--- config.mk ---
export PLATFORM = sky130hd
export DESIGN_NAME = flp_norm_round
export DESIGN_NICKNAME = d
export VERILOG_FILES = /design/src/rtl/flp_pkg.sv /design/src/rtl/flp_lzc.sv /design/src/rtl/flp_norm_round.sv
export SDC_FILE = /design/constraint.sdc
export NUM_CORES = 1
export LEC_CHECK = 0
export CELL_PAD_IN_SITES_DETAIL_PLACEMENT = 1
export CELL_PAD_IN_SITES_GLOBAL_PLACEMENT = 1
export CORE_MARGIN = 2
export CORE_UTILIZATION = 45
export DETAILED_ROUTE_END_ITERATION = 8
export DONT_BUFFER_PORTS = 1
export MAX_ROUTING_LAYER = met4
export PLACE_DENSITY = 0.75
export SYNTH_ARGS = -nofsm -noshare
export SYNTH_HDL_FRONTEND = slang
export SYNTH_SLANG_ARGS = --single-unit
--- constraint.sdc ---
create_clock -name clk -period 3.2 [get_ports clk]
set_input_delay 0.64 -clock clk [delete_from_list [all_inputs] [get_ports clk]]
set_output_delay 0.64 -clock clk [all_outputs]
set_load 0.02 [all_outputs]
--- src/rtl/flp_pkg.sv ---
// Shared constants and types for the floating-point datapath.
//   FP32 field widths, exponent extremes, rounding-mode encoding.
package flp_pkg;

  localparam int FP32_EWIDTH  = 8;
  localparam int FP32_SWIDTH  = 23;
  localparam int FP32_RSWIDTH = 2;

  localparam logic [FP32_EWIDTH-1:0] FP32_EXP_MAX  = '1;  // inf/nan exponent
  localparam logic [FP32_EWIDTH-1:0] FP32_EXP_ZERO = '0;  // zero/denormal exponent

  // Only round-to-nearest-even is implemented by flp_norm_round.
  typedef enum logic [1:0] {
    RM_RNE = 2'd0
  } rmode_e;

  localparam rmode_e RMODE_DEFAULT = RM_RNE;

endpackage

--- src/rtl/flp_lzc.sv ---
// Combinational leading-zero counter.
//   i_vec : input vector, MSB first
//   o_cnt : number of leading zeros; WIDTH when i_vec is all zero
module flp_lzc #(
  parameter int WIDTH = 26
) (
  input  logic [WIDTH-1:0]           i_vec,
  output logic [$clog2(WIDTH+1)-1:0] o_cnt
);

  localparam int CW = $clog2(WIDTH+1);

  // Scan upward; the highest set bit is the last one to write o_cnt.
  always_comb begin
    o_cnt = CW'(WIDTH);
    for (int i = 0; i < WIDTH; i++)
      if (i_vec[i]) o_cnt = CW'(WIDTH - 1 - i);
  end

endmodule

--- src/rtl/flp_norm_round.sv ---
// Post-add normalizer and RNE rounder, 2-stage pipeline with valid/ready.
//   clk, rst          : clock, async active-high reset
//   i_valid/o_ready   : input handshake
//   i_sgn, i_sg, i_ex : sign, unnormalized significand {carry,hidden,frac,round}, biased exponent
//   o_valid/i_ready   : output handshake
//   o_sgn, o_sg, o_ex : normalized significand (hidden bit included) and exponent
//   o_of, o_uf        : overflow to infinity / underflow flushed to zero
module flp_norm_round
  import flp_pkg::*;
#(
  parameter int EWIDTH  = FP32_EWIDTH,
  parameter int SWIDTH  = FP32_SWIDTH,
  parameter int RSWIDTH = FP32_RSWIDTH
) (
  input  logic                        clk,
  input  logic                        rst,
  input  logic                        i_valid,
  output logic                        o_ready,
  input  logic                        i_sgn,
  input  logic [SWIDTH+RSWIDTH+1:0]   i_sg,
  input  logic [EWIDTH-1:0]           i_ex,
  output logic                        o_valid,
  input  logic                        i_ready,
  output logic                        o_sgn,
  output logic [SWIDTH:0]             o_sg,
  output logic [EWIDTH-1:0]           o_ex,
  output logic                        o_of,
  output logic                        o_uf
);

  localparam int W   = SWIDTH + RSWIDTH + 2;
  localparam int NW  = W - 1;                 // hidden + frac + round bits
  localparam int XW  = EWIDTH + 2;            // signed internal exponent
  localparam int LZW = $clog2(NW + 1);
  localparam logic signed [XW-1:0] EXP_INF = XW'((2 ** EWIDTH) - 1);

  logic                  adv;
  logic [2:1]            vld_pipe_d, vld_pipe_q;
  logic [LZW-1:0]        lz;

  logic                  s1_sgn_d, s1_sgn_q, s1_zero_d, s1_zero_q;
  logic [NW-1:0]         s1_sg_d, s1_sg_q;
  logic signed [XW-1:0]  s1_ex_d, s1_ex_q;

  logic [SWIDTH:0]       frac, sg_r;
  logic                  guard, sticky, rnd;
  logic [SWIDTH+1:0]     sum;
  logic signed [XW-1:0]  ex_r;

  logic                  o_sgn_d, o_sgn_q, o_of_d, o_of_q, o_uf_d, o_uf_q;
  logic [SWIDTH:0]       o_sg_d, o_sg_q;
  logic [EWIDTH-1:0]     o_ex_d, o_ex_q;

  assign adv     = !vld_pipe_q[2] || i_ready;
  assign o_ready = adv;
  assign o_valid = vld_pipe_q[2];
  assign o_sgn   = o_sgn_q;
  assign o_sg    = o_sg_q;
  assign o_ex    = o_ex_q;
  assign o_of    = o_of_q;
  assign o_uf    = o_uf_q;

  flp_lzc #(.WIDTH(NW)) u_lzc (
    .i_vec (i_sg[NW-1:0]),
    .o_cnt (lz)
  );

  // Bubbles travel with the beats; nothing is collapsed.
  always_comb begin
    vld_pipe_d = vld_pipe_q;
    if (adv) vld_pipe_d = {vld_pipe_q[1], i_valid};
  end

  // Stage 1: pre-normalize so the hidden bit lands at NW-1.
  always_comb begin
    s1_sgn_d  = s1_sgn_q;
    s1_zero_d = s1_zero_q;
    s1_sg_d   = s1_sg_q;
    s1_ex_d   = s1_ex_q;
    if (adv) begin
      s1_sgn_d  = i_sgn;
      s1_zero_d = (i_sg == '0);
      if (i_sg[W-1]) begin
        // Carry out of the add: the bit shifted out must still count as sticky.
        s1_sg_d = i_sg[W-1:1] | NW'(i_sg[0]);
        s1_ex_d = $signed({2'b00, i_ex}) + XW'(1);
      end else begin
        s1_sg_d = i_sg[NW-1:0] << lz;
        s1_ex_d = $signed({2'b00, i_ex}) - $signed({{(XW-LZW){1'b0}}, lz});
      end
    end
  end

  // Stage 2: round to nearest even, then apply exponent range exceptions.
  always_comb begin
    frac   = s1_sg_q[NW-1:RSWIDTH];
    guard  = s1_sg_q[RSWIDTH-1];
    sticky = |s1_sg_q[RSWIDTH-2:0];
    rnd    = guard && (sticky || frac[0]);
    sum    = {1'b0, frac} + (SWIDTH+2)'(rnd);
    if (sum[SWIDTH+1]) begin
      sg_r = {1'b1, {SWIDTH{1'b0}}};
      ex_r = s1_ex_q + XW'(1);
    end else begin
      sg_r = sum[SWIDTH:0];
      ex_r = s1_ex_q;
    end

    o_sgn_d = o_sgn_q;
    o_sg_d  = o_sg_q;
    o_ex_d  = o_ex_q;
    o_of_d  = o_of_q;
    o_uf_d  = o_uf_q;
    if (adv) begin
      o_sgn_d = s1_sgn_q;
      o_sg_d  = '0;
      o_ex_d  = '0;
      o_of_d  = 1'b0;
      o_uf_d  = 1'b0;
      if (s1_zero_q) begin
        // exact zero: no flags
      end else if (ex_r <= 0) begin
        o_uf_d = 1'b1;
      end else if (ex_r >= EXP_INF) begin
        o_ex_d = '1;
        o_of_d = 1'b1;
      end else begin
        o_sg_d = sg_r;
        o_ex_d = ex_r[EWIDTH-1:0];
      end
    end
  end

  always_ff @(posedge clk or posedge rst) begin
    if (rst) begin
      vld_pipe_q <= '0;
      s1_sgn_q   <= 1'b0;
      s1_zero_q  <= 1'b0;
      s1_sg_q    <= '0;
      s1_ex_q    <= '0;
      o_sgn_q    <= 1'b0;
      o_sg_q     <= '0;
      o_ex_q     <= '0;
      o_of_q     <= 1'b0;
      o_uf_q     <= 1'b0;
    end else begin
      vld_pipe_q <= vld_pipe_d;
      s1_sgn_q   <= s1_sgn_d;
      s1_zero_q  <= s1_zero_d;
      s1_sg_q    <= s1_sg_d;
      s1_ex_q    <= s1_ex_d;
      o_sgn_q    <= o_sgn_d;
      o_sg_q     <= o_sg_d;
      o_ex_q     <= o_ex_d;
      o_of_q     <= o_of_d;
      o_uf_q     <= o_uf_d;
    end
  end

endmodule
==> results of run 1 <==
[layout make-up]
| type | instances | area [µm²] |
|---|---|---|
| Tap cell | 176 | 220 |
| Inverter | 25 | 97.6 |
| Clock inverter | 5 | 100 |
| Fill cell | 1567 | 6360 |
| Timing Repair Buffer | 45 | 380 |
| Multi-Input combinational cell | 569 | 3860 |
| Clock buffer | 11 | 243 |
| Sequential cell | 75 | 1880 |
[routing by layer]
layer	vias to the layer above	routed length (µm)	global-route usage
met5	-	0	-
met4	0	363	0.0890
met3	18	805	0.0326
met2	139	9340	0.455
met1	2749	9360	0.398
li1	2619	-	-
[how the worst max path moves through the flow]
stage,to,slack [ps],cells past startpoint
after global routing,o_sg[21],10,13
after global placement,s1_ex_q[7],-50,13
final,o_sg[21],180,13
after detailed placement,s1_ex_q[7],-140,13
after floorplan,s1_ex_q[7],-280,16
after CTS,o_sg[21],50,13
[state kept, by name, summed over array words and instances, names as in the netlist]
name / flops
o_ex: 8
o_of: 1
o_sg: 24
o_sgn: 1
o_uf: 1
s1_ex_q: 10
s1_sg_q: 26
s1_sgn_q: 1
s1_zero_q: 1
vld_pipe_q: 2
[Yosys cell counts (4+ instances only)]
library cell	instances	share of area
xor2_1	14	0.020
a22o_1	4	0.0058
nand3_1	21	0.018
o21ai_2	20	0.029
o21ai_0	47	0.039
buf_1	6	0.0038
a21oi_1	32	0.027
xnor2_1	22	0.032
inv_1	22	0.014
nand4_1	11	0.011
a21o_1	4	0.0050
buf_2	10	0.0084
nor2b_1	6	0.0063
buf_6	7	0.013
clkbuf_1	24	0.015
mux4_2	5	0.019
o31ai_1	7	0.0088
and2_1	7	0.0073
nor2_1	61	0.038
nand2_1	100	0.063
or4_1	5	0.0063
o21a_1	4	0.0050
dfrtp_1	75	0.31
and3_1	11	0.011
mux2_2	16	0.030
o211ai_1	8	0.010
nor3_1	13	0.011
a31oi_1	9	0.0094
a221oi_1	13	0.019
or3_1	7	0.0073
mux2i_1	38	0.063
nor4_1	10	0.010
nand2b_1	11	0.011
ha_1	9	0.019
[metrics by stage]
step | std cells | utilization | hold WS [ps] | power, mW | setup TNS, ps
final | 906 | 0.516 | 423 | 3.48 | 0
after global routing | 906 | 0.516 | 422 | 3.66 | 0
after CTS | 903 | 0.512 | 412 | 3.48 | 0
after detailed placement | 887 | 0.484 | 461 | 2.31 | -2010
after global placement | 887 | 0.484 | 441 | 2.26 | -50.2
after floorplan | 717 | - | 430 | 2.07 | -717
[power groups by stage]
stage,logic [mW],clock network [mW],registers [mW]
final,0.846,1.17,1.47
after CTS,0.830,1.19,1.47
after floorplan,0.671,0,1.40
after global routing,0.936,1.22,1.50
after detailed placement,0.820,0,1.49
after global placement,0.790,0,1.47
[repair_timing]
action,CTS,global route
cloned,0,1
setup buffers,0,2
gates resized for setup,3,3
endpoints found under the setup margin,26,25
pin swaps,0,3
[cells by family after synthesis]
| logic type | count (synthesis) | synth area share |
|---|---|---|
| compound gates | 185 | 0.214 |
| xor+xnor | 36 | 0.0526 |
| fa+ha+maj | 10 | 0.0221 |
| buf+inv | 73 | 0.0576 |
| flops | 75 | 0.313 |
| mux | 59 | 0.112 |
| simple gates | 279 | 0.228 |
==> flow_summary.ini, run 1 <==
[critical_path]
end_kind = flop
critPathLaunch = s1_sg_q[2]
timing.rr.end = o_sg[21]
critical_path_class = reg -> reg
worstPathArrival_ps = 3230
crit_fanout = 11
cpPeakStageDelay_ps = 420
required_ps = 3410
crit_chain = o21a_1 -> ha_1 -> ha_1 -> nand3_1 -> or3_4 -> buf_4 -> nor4_1 -> o21ai_0 -> a211oi_2 -> nand2_1 -> nand4_4 -> buf_12 -> o21ai_0
crit_slowest_cell = or3_4
critPathBufInv = 2
r2r_slack_ps = 180
reg2reg_depth = 13
path_delay_family = simple AND/OR/NAND/NOR gates
reg2reg_from = s1_sg_q[2]
cp-start-kind = flop

[finish]
layout_common_cells = nand2_1, dfrtp_1, nor2_1, o21ai_0, buf_4
syn_to_final_growth_pct = 13.2
layout_commonest_cell = nand2_1
stdcell_area_um2 = 6780
nNetsFinal = 775
num_antenna_cells = 0
layout-drive-gt1-share = 0.174

[sta]
slew_headroom = 0.359
worst_pin_slew_ps = 961
finalMaxSlewViolations = 0
hold_violations = 0
fmax_ghz = 0.332
min_period_ps = 3020
setup_violations = 0
fin_crit_sh = 0.942
skew_ps = 7.32
rsz0062_at_grt = false
postLayoutSetupSlackWorst_ps = 185

[run]
max_cap_viol_count = 0

[synth]
syn_area_per_cell_um2 = 8.36
ys_ff_latch = 75
synthArstFlopShare = 1.00
yosys_most_used_dff = dfrtp_1
ys_warn_count = 0
ys_types = 74
synth_fp_nets = 767
netlist_area_um2 = 5990
synth_edf_count = 0
seq_area_frac_synth = 0.313
synth_cells = 717

[placed_design]
dp_slack_ps = -137
place_congestion = 0.969
placed_cell_area_um2 = 6360
portBuffers = 0
dpl.hpwl_um = 15000

[clock_tree]
clock_latency_ps = 340
holdBufCountCts = 0
cts_max_level = 3
cts_tree = yes
path_clk_slew_ps = 60
cts_buffer_depth = 2
root_buffer = clkbuf_16
cts_sinks = 75
cts_buffers = 9

[floorplan]
core_area_um2 = 13100
die_area_um2 = 14300
ios = 77
dieWidth_um = 119
rows = 42
initial_core_util = 0.456
die_h_um = 119

[detailed_routing]
vias = 5525
drtPass1Iterations = 4
via_per_inst = 6.10
drc = 0
wl_per_cell_um = 21.9
drtAntennaViolNets = 0
drt_iter0_markers = 273
routed_wl_um = 19900

[pwr]
pwr-share-comb = 0.243
seq_power_share = 0.422
irDropWorstVdd_v = 0.000312
p_sw_mw = 1.21
clkPwrFrac = 0.335
intPower_mw = 2.28
total_leakage_power_nw = 2.77
swShare = 0.346
power.density_nw_per_um2 = 514

[grt]
grt_pass1_vias = 5738
grt_max_degree = 76
grt_overflow = 0
grt_first_pass_wirelength_um = 31700
antenna_found_initial = 0
grt_usage = 0.291

[status]
status = finished, final reports clean

[hold_path]
min_to = vld_pipe_q[1]
hp-class = in -> reg
whs_path_depth = 2
hp-start = i_valid
Power figures use the tool's default switching activity.
==> inputs of run 2 (changes only) <==
CTS_CLUSTER_SIZE = 28   (was default)
==> results of run 2 <==
The final DEF is identical to that of run 1; final timing and power are the same.
==> inputs of run 3 (changes only) <==
ABC_CLOCK_PERIOD_IN_PS = 3200   (was default)
CORE_UTILIZATION = 49   (was 45)
PLACE_DENSITY = 0.8   (was 0.75)
==> run 3 against run 2 <==
Die area shrank 7.9%. Sequential share of layout area up 0.22 points. Routed wire length decreased by 1.1%. Worst setup slack gained 36 ps. First-iteration DRC count is 30% higher. Critical endpoint unchanged. Largest power group unchanged.
==> flow_summary.ini, run 3 (synthesis gave the netlist of run 1 again) <==
[status]
status = finished, final reports clean

[hold_path]
hp-class = in -> async

[clock_tree]
cts_tree = yes
cts_buffers = 9
cts_sinks = 75
post_cts_buffers = 0
holdBufCountCts = 0
path_clk_slew_ps = 60
cts_max_level = 3
root_buffer = clkbuf_16
cts_buffer_depth = 2
clock_latency_ps = 340

[finish]
stdcell_area_um2 = 6730
layout_commonest_cell = nand2_1
syn_to_final_growth_pct = 12.3
nNetsFinal = 770
layout-drive-gt1-share = 0.177
largest_reg_flops = 26
registers.top_by_ff_count = s1_sg_q
layout_common_cells = nand2_1, dfrtp_1, nor2_1, o21ai_0, mux2i_1

[sta]
finalMaxSlewViolations = 0
min_period_ps = 2980
worst_pin_slew_ps = 651
rsz0062_at_grt = false
fmax_ghz = 0.336
skew_ps = 6.96
fin_crit_sh = 0.931
setup_violations = 0
hold_violations = 0
slew_headroom = 0.564

[floorplan]
die_h_um = 115
initial_core_util = 0.501
dieWidth_um = 115
rows = 40
core_area_um2 = 12000
ios = 77
die_area_um2 = 13100

[grt]
grt_max_degree = 76
grt_overflow = 0
grt_first_pass_wirelength_um = 31300
antenna_found_initial = 1
grt_usage = 0.312
grt_pass1_vias = 5705

[pwr]
irDropWorstVdd_v = 0.000233
power.density_nw_per_um2 = 503
total_power_mw = 3.38
total_leakage_power_nw = 2.75

[detailed_routing]
via_per_inst = 6.43
routed_wl_um = 19600
drc = 0
drtAntennaViolNets = 0
drtPass1Iterations = 5
drt_iter0_markers = 354
wl_per_cell_um = 22.5
vias = 5614

[critical_path]
cp-start-kind = flop
worstPathArrival_ps = 3200
critPathLaunch = s1_sg_q[2]
end_kind = flop
required_ps = 3420
critical_path_class = reg -> reg
crit_fanout = 11
reg2reg_from = s1_sg_q[2]

[placed_design]
dpl.hpwl_um = 14400
placed_cell_area_um2 = 6310
place_congestion = 0.921
portBuffers = 0

[run]
max_cap_viol_count = 0
==> run 3: per-stage QoR <==
step	hold slack (ps)	setup WS [ps]	TNS (ps)	util	std cells
floorplan	430	-281	-717	-	717
global placement	440	-17.2	-17.2	0.528	855
detailed placement	465	-149	-1530	0.528	855
CTS	295	106	0	0.556	871
global route	309	22.0	0	0.562	873
finish	283	221	0	0.562	873
==> run 3: worst paths after layout <==
| path | endpoint | slack [ps] | cells after the start |
|---|---|---|---|
| worst max-delay path | o_sg[21] | 220 | 12 |
| worst min-delay path | o_sg[4] | 280 | 2 |
| worst max register to register | o_sg[21] | 220 | 12 |
| worst min register to register | vld_pipe_q[2] | 480 | 1 |
| max in group asynchronous | vld_pipe_q[1] | 2620 | 2 |
| min in group clk | s1_sgn_q | 420 | 2 |
==> run 3: power breakdown <==
group | internal [mW] | switching (mW)
Sequential | 1.13 | 0.340
Clock | 0.665 | 0.394
Combinational | 0.371 | 0.484
==> run 3: routing by layer <==
metal	up-vias	share of wire	GRT usage	wire length, µm
met3	35	0.060	0.0461	1180
met4	0	0.024	0.0951	464
met2	212	0.48	0.499	9380
met1	2755	0.44	0.409	8620
li1	2612	-	-	-
met5	-	0	-	0
==> run 3: timing repair <==
action,in CTS,in global routing
gates cloned,0,1
resized for setup,4,9
setup endpoints to repair,21,34
pin swaps,1,5
==> run 3: final cells by class <==
cell class,instances,area [µm²]
clock inverter,4,47.5
multi-input combinational,569,3900
timing repair buffer,40,355
clock buffer,12,267
fill,1418,5230
antenna,1,2.50
tap,147,184
inverter,25,97.6
sequential,75,1880
==> run 3: critical path, cell delays in order (launching register included) <==
cell and delay (ps):
dfrtp_1 380, o21a_1 140, ha_2 190, ha_2 180, nand3_1 110, or3_4 420, nor3_4 330, mux2i_1 290
nor4b_4 290, a21oi_4 120, nand4_4 150, buf_12 160, o21ai_0 90
==> patch 1, RTL diff (settings of run 1) <==
The package constant `FP32_SWIDTH` goes from 23 to 21.
--- a/src/rtl/flp_pkg.sv
+++ b/src/rtl/flp_pkg.sv
@@ -3,7 +3,7 @@
 package flp_pkg;
 
   localparam int FP32_EWIDTH  = 8;
-  localparam int FP32_SWIDTH  = 23;
+  localparam int FP32_SWIDTH  = 21;
   localparam int FP32_RSWIDTH = 2;
 
   localparam logic [FP32_EWIDTH-1:0] FP32_EXP_MAX  = '1;  // inf/nan exponent
Ports: changed (resized i_sg and o_sg); port bits go from 77 to 73. No check against the original RTL was run, so the function may have changed too.
==> patch 1 against run 1 <==
Cell count fell by 2.1%. Setup slack got worse by 0.073 ns. Power fell by 6.2%. Sequential cell count fell by 4. Design area fell by 4.6%. Highest routed layer unchanged. Utilization rose by 2.0 points. Die area fell by 6.8%. Via count fell by 0.47%. Critical path type unchanged. First-iteration DRC count rose by 42%. Fmax fell by 2.4%. Routed wire length fell by 1.8%. Largest cell class unchanged. Synthesized area fell by 7.0%.
==> patch 1: results (changes against run 1) <==
.. list-table::
   :header-rows: 1

   * - Metric
     - Value
   * - Netlist cell types
     - 66 (was 74)
   * - Total via count in the routed design
     - 5499 (was 5525)
   * - Adder-cell share of the synthesized area
     - 0.0238 (was 0.0221)
   * - Total track usage
     - 0.311 (was 0.291)
   * - Biggest area contributors in the synthesized netlist
     - sky130_fd_sc_hd__dfrtp_1, sky130_fd_sc_hd__nand2_1, sky130_fd_sc_hd__mux2i_1 (was sky130_fd_sc_hd__dfrtp_1, sky130_fd_sc_hd__mux2i_1, sky130_fd_sc_hd__nand2_1)
   * - Wire length of the first global-routing pass
     - 31.0 mm (was 31.7 mm)
   * - Final std cells w/o fill
     - 887 (was 906)
   * - Post-DP HPWL
     - 14.8 mm (was 15.0 mm)
   * - Source of the critical timing path
     - s1_sg_q[0]$_DFFE_PP0P_ (was s1_sg_q[2]$_DFFE_PP0P_)
   * - Net count after synthesis
     - 747 (was 767)
   * - Worst setup slack before clock tree synthesis
     - -0.106 ns (was -0.137 ns)
   * - Hold/Removal Path Class
     - input port to async pin (was input port to flip-flop)
   * - Count of clock buffers in the final design
     - 10 (was 11)
   * - Combinational power
     - 800 µW (was 846 µW)
   * - Global routing met3 resource utilization
     - 0.0427 (was 0.0326)
   * - Worst setup skew after layout
     - 0.00743 ns (was 0.00732 ns)
   * - Part of the Yosys area used for sequential elements
     - 0.319 (was 0.313)
   * - Nonclk inv count
     - 23 (was 25)
   * - Setup ws final
     - 0.112 ns (was 0.185 ns)
   * - Non-clock buffer count
     - 55 (was 45)
   * - Global routing usage on met2
     - 0.519 (was 0.455)
   * - Outcome
     - finished, final reports clean (unchanged)
   * - WP data arrival
     - 3.30 ns (was 3.23 ns)
   * - Leakage power
     - 2.68 nW (was 2.77 nW)
   * - Number of cell instances on the worst register-to-register path
     - 12 (was 13)
   * - Fraction of synthesized area in multiplexers
     - 0.0791 (was 0.112)
   * - Fraction of cell area in non-clock buffers
     - 0.0657 (was 0.0561)
   * - Post-detailed-route wirelength per cell
     - 22.0 µm (was 21.9 µm)
[patch 1: how the worst min path moves through the flow]
| stage | startpoint | endpoint | slack [ns] | cells after the start |
|---|---|---|---|---|
| final | rst | o_sg[19]$_DFFE_PP0P_ | 0.15 | 1 |
| after global routing | rst | o_sg[15]$_DFFE_PP0P_ | 0.17 | 1 |
| after CTS | rst | o_sg[15]$_DFFE_PP0P_ | 0.15 | 1 |
| after detailed placement | vld_pipe_q[1]$_DFFE_PP0P_ | vld_pipe_q[1]$_DFFE_PP0P_ | 0.45 | 2 |
| after global placement | vld_pipe_q[1]$_DFFE_PP0P_ | vld_pipe_q[1]$_DFFE_PP0P_ | 0.44 | 2 |
| after floorplan | vld_pipe_q[1]$_DFFE_PP0P_ | vld_pipe_q[1]$_DFFE_PP0P_ | 0.43 | 2 |
==> patch 2, RTL diff (settings of run 1) <==
Without the edit above. Make the reset (`rst`) synchronous in one clocked block. Comments in the files are not updated.
--- a/src/rtl/flp_norm_round.sv
+++ b/src/rtl/flp_norm_round.sv
@@ -131,7 +131,7 @@
     end
   end
 
-  always_ff @(posedge clk or posedge rst) begin
+  always_ff @(posedge clk) begin
     if (rst) begin
       vld_pipe_q <= '0;
       s1_sgn_q   <= 1'b0;
Function: differs if rst is asserted again (counterexample within 4 cycles, from zero or initial values and one cycle with rst high); with rst held inactive, the same outputs for 4 cycles.
==> patch 2 against run 1 <==
Sequential cell count unchanged. Synthesized area down 12%. Power down 22%. Routed wire length down 9.6%. Count of clock-buffer cells in the layout unchanged. Setup slack worse by 0.058 ns. Clock skew up 0.00051 ns. Utilization up 1.5 points. Sequential power down 23%. Synthesized cell count down 3.3%. First-iteration DRC count up 42%. Design area down 11%.
==> patch 2: results (changes against run 1) <==
.. list-table::
   :header-rows: 1

   * - Metric
     - Value
   * - Top delay family on crit path
     - compound AO/OA/AOI/OAI gates (was simple AND/OR/NAND/NOR gates)
   * - Share of post-route cells with drive strength above 1
     - 0.151 (was 0.174)
   * - Count of nets after finishing
     - 764 (was 775)
   * - WL final
     - 18.0 mm (was 19.9 mm)
   * - Register-to-register setup slack
     - 0.20 ns (was 0.18 ns)
   * - Total track usage
     - 0.297 (was 0.291)
   * - Share of synthesized registers carrying an async set or reset
     - 0 (was 1.00)
   * - Number of cell instances on the worst register-to-register path
     - 12 (was 13)
   * - Net switching power
     - 779 µW (was 1.21 mW)
   * - Wire length of the first global-routing pass
     - 29.0 mm (was 31.7 mm)
   * - WP data arrival
     - 3.27 ns (was 3.23 ns)
   * - Netlist cell types
     - 68 (was 74)
   * - R2R Path End
     - o_sg[23]$_SDFFE_PP0P_ (was o_sg[21]$_DFFE_PP0P_)
   * - Worst setup skew after layout
     - 0.00783 ns (was 0.00732 ns)
   * - Post-cts sizing count
     - 1 (was 3)
   * - CP startpoint kind
     - input port (was flip-flop)
   * - Transition at the pin with the smallest max-transition slack
     - 0.884 ns (was 0.961 ns)
   * - Total via count in the routed design
     - 5276 (was 5525)
   * - Number of inserted filler cells in the final layout
     - 1411 (was 1567)
   * - Maximum single-stage delay on the critical path
     - 0.51 ns (was 0.42 ns)
   * - Worst hold stages
     - 1 (was 2)
   * - Maximum number of pins on one net before global-route repair
     - 46 (was 76)
   * - Post-synth top cells
     - sky130_fd_sc_hd__nand2_1, sky130_fd_sc_hd__nor2_1, sky130_fd_sc_hd__dfxtp_1 (was sky130_fd_sc_hd__nand2_1, sky130_fd_sc_hd__dfrtp_1, sky130_fd_sc_hd__nor2_1)
   * - Outcome
     - finished, final reports clean (unchanged)
   * - Launch point of the worst hold path
     - rst (was i_valid)
   * - Slowest cell on the critical path
     - sky130_fd_sc_hd__a221oi_1 (was sky130_fd_sc_hd__or3_4)
   * - Biggest area contributors in the synthesized netlist
     - sky130_fd_sc_hd__dfxtp_1, sky130_fd_sc_hd__nand2_1, sky130_fd_sc_hd__mux2i_1 (was sky130_fd_sc_hd__dfrtp_1, sky130_fd_sc_hd__mux2i_1, sky130_fd_sc_hd__nand2_1)
   * - Leakage power
     - 2.39 nW (was 2.77 nW)
   * - Final Wtd Congestion
     - 0.977 (was 0.969)
   * - Placed instance count
     - 846 (was 887)
[patch 2: changes by cell type after synthesis, moves of 11 or more]
| cell | change |
|---|---|
| sky130_fd_sc_hd__o21ai_2 | -11 |
| sky130_fd_sc_hd__dfxtp_1 | +75 |
| sky130_fd_sc_hd__dfrtp_1 | -75 |
| sky130_fd_sc_hd__nor2_1 | +18 |
| sky130_fd_sc_hd__o21ai_0 | -23 |
| sky130_fd_sc_hd__a211oi_1 | +11 |
[patch 2: area by class of cell]
class | instances | area share
clock buffer | 11 | 0.0384
clock inverter | 3 | 0.0107
inverter | 22 | 0.0138
multi-input combinational | 552 | 0.589
sequential | 75 | 0.248
tap | 143 | 0.0295
timing repair buffer | 54 | 0.0710
[patch 2: logic make-up (layout without fill, tap and decap cells)]
family                   Yosys count  count (layout)  share of synthesized area
AND/OR/NAND/NOR                  284             284                      0.252
adder cells (fa/ha/maj)           10              10                     0.0252
XOR/XNOR                          40              40                     0.0664
multiplexers                      45              45                     0.0878
buffers and inverters             66              90                     0.0529
AO/OA/AOI/OAI                    173             173                      0.231
flip-flops                        75              75                      0.285
[patch 2: how the worst max path moves through the flow]
stage / end / startpoint / slack [ns]
2_1_floorplan: s1_ex_q[7]$_SDFFE_PP0P_ / i_sg[2] / -0.03
3_3_place_gp: s1_sg_q[14]$_SDFFE_PP0P_ / i_sg[2] / -0.32
3_5_place_dp: s1_sg_q[14]$_SDFFE_PP0P_ / i_sg[2] / -0.19
4_1_cts: o_sg[8]$_SDFFE_PP0P_ / s1_sg_q[2]$_SDFFE_PP0P_ / 0.1
5_1_grt: o_sg[10]$_SDFFE_PP0P_ / s1_sg_q[2]$_SDFFE_PP0P_ / 0.01
6_report: s1_sg_q[15]$_SDFFE_PP0P_ / i_sg[2] / 0.13
[patch 2: power by group through the flow]
| stage | logic, mW | clock network (mW) | registers [mW] |
|---|---|---|---|
| global route | 0.615 | 1.08 | 1.14 |
| detailed placement | 0.553 | 0 | 1.15 |
| finish | 0.565 | 1.03 | 1.13 |
| global placement | 0.543 | 0 | 1.14 |
| CTS | 0.559 | 1.05 | 1.13 |
| floorplan | 0.400 | 0 | 1.12 |
[patch 2: routing by layer]
layer  global-route usage  vias up  routed length, µm
met4               0.0902        0                357
met5                    -        -                  0
met2                0.447      130               8110
met3               0.0405       21                868
li1                     -     2564                  -
met1                0.415     2561               8630
[patch 2: stage by stage]
stage	util	setup slack, ns	total power [mW]	instance area, µm²
after CTS	0.530	0.0977	2.73	6050
final	0.531	0.127	2.72	6060
after global routing	0.531	0.00970	2.84	6060
after floorplan	-	-0.0255	1.52	5340
after detailed placement	0.503	-0.185	1.70	5740
after global placement	0.503	-0.324	1.68	5740
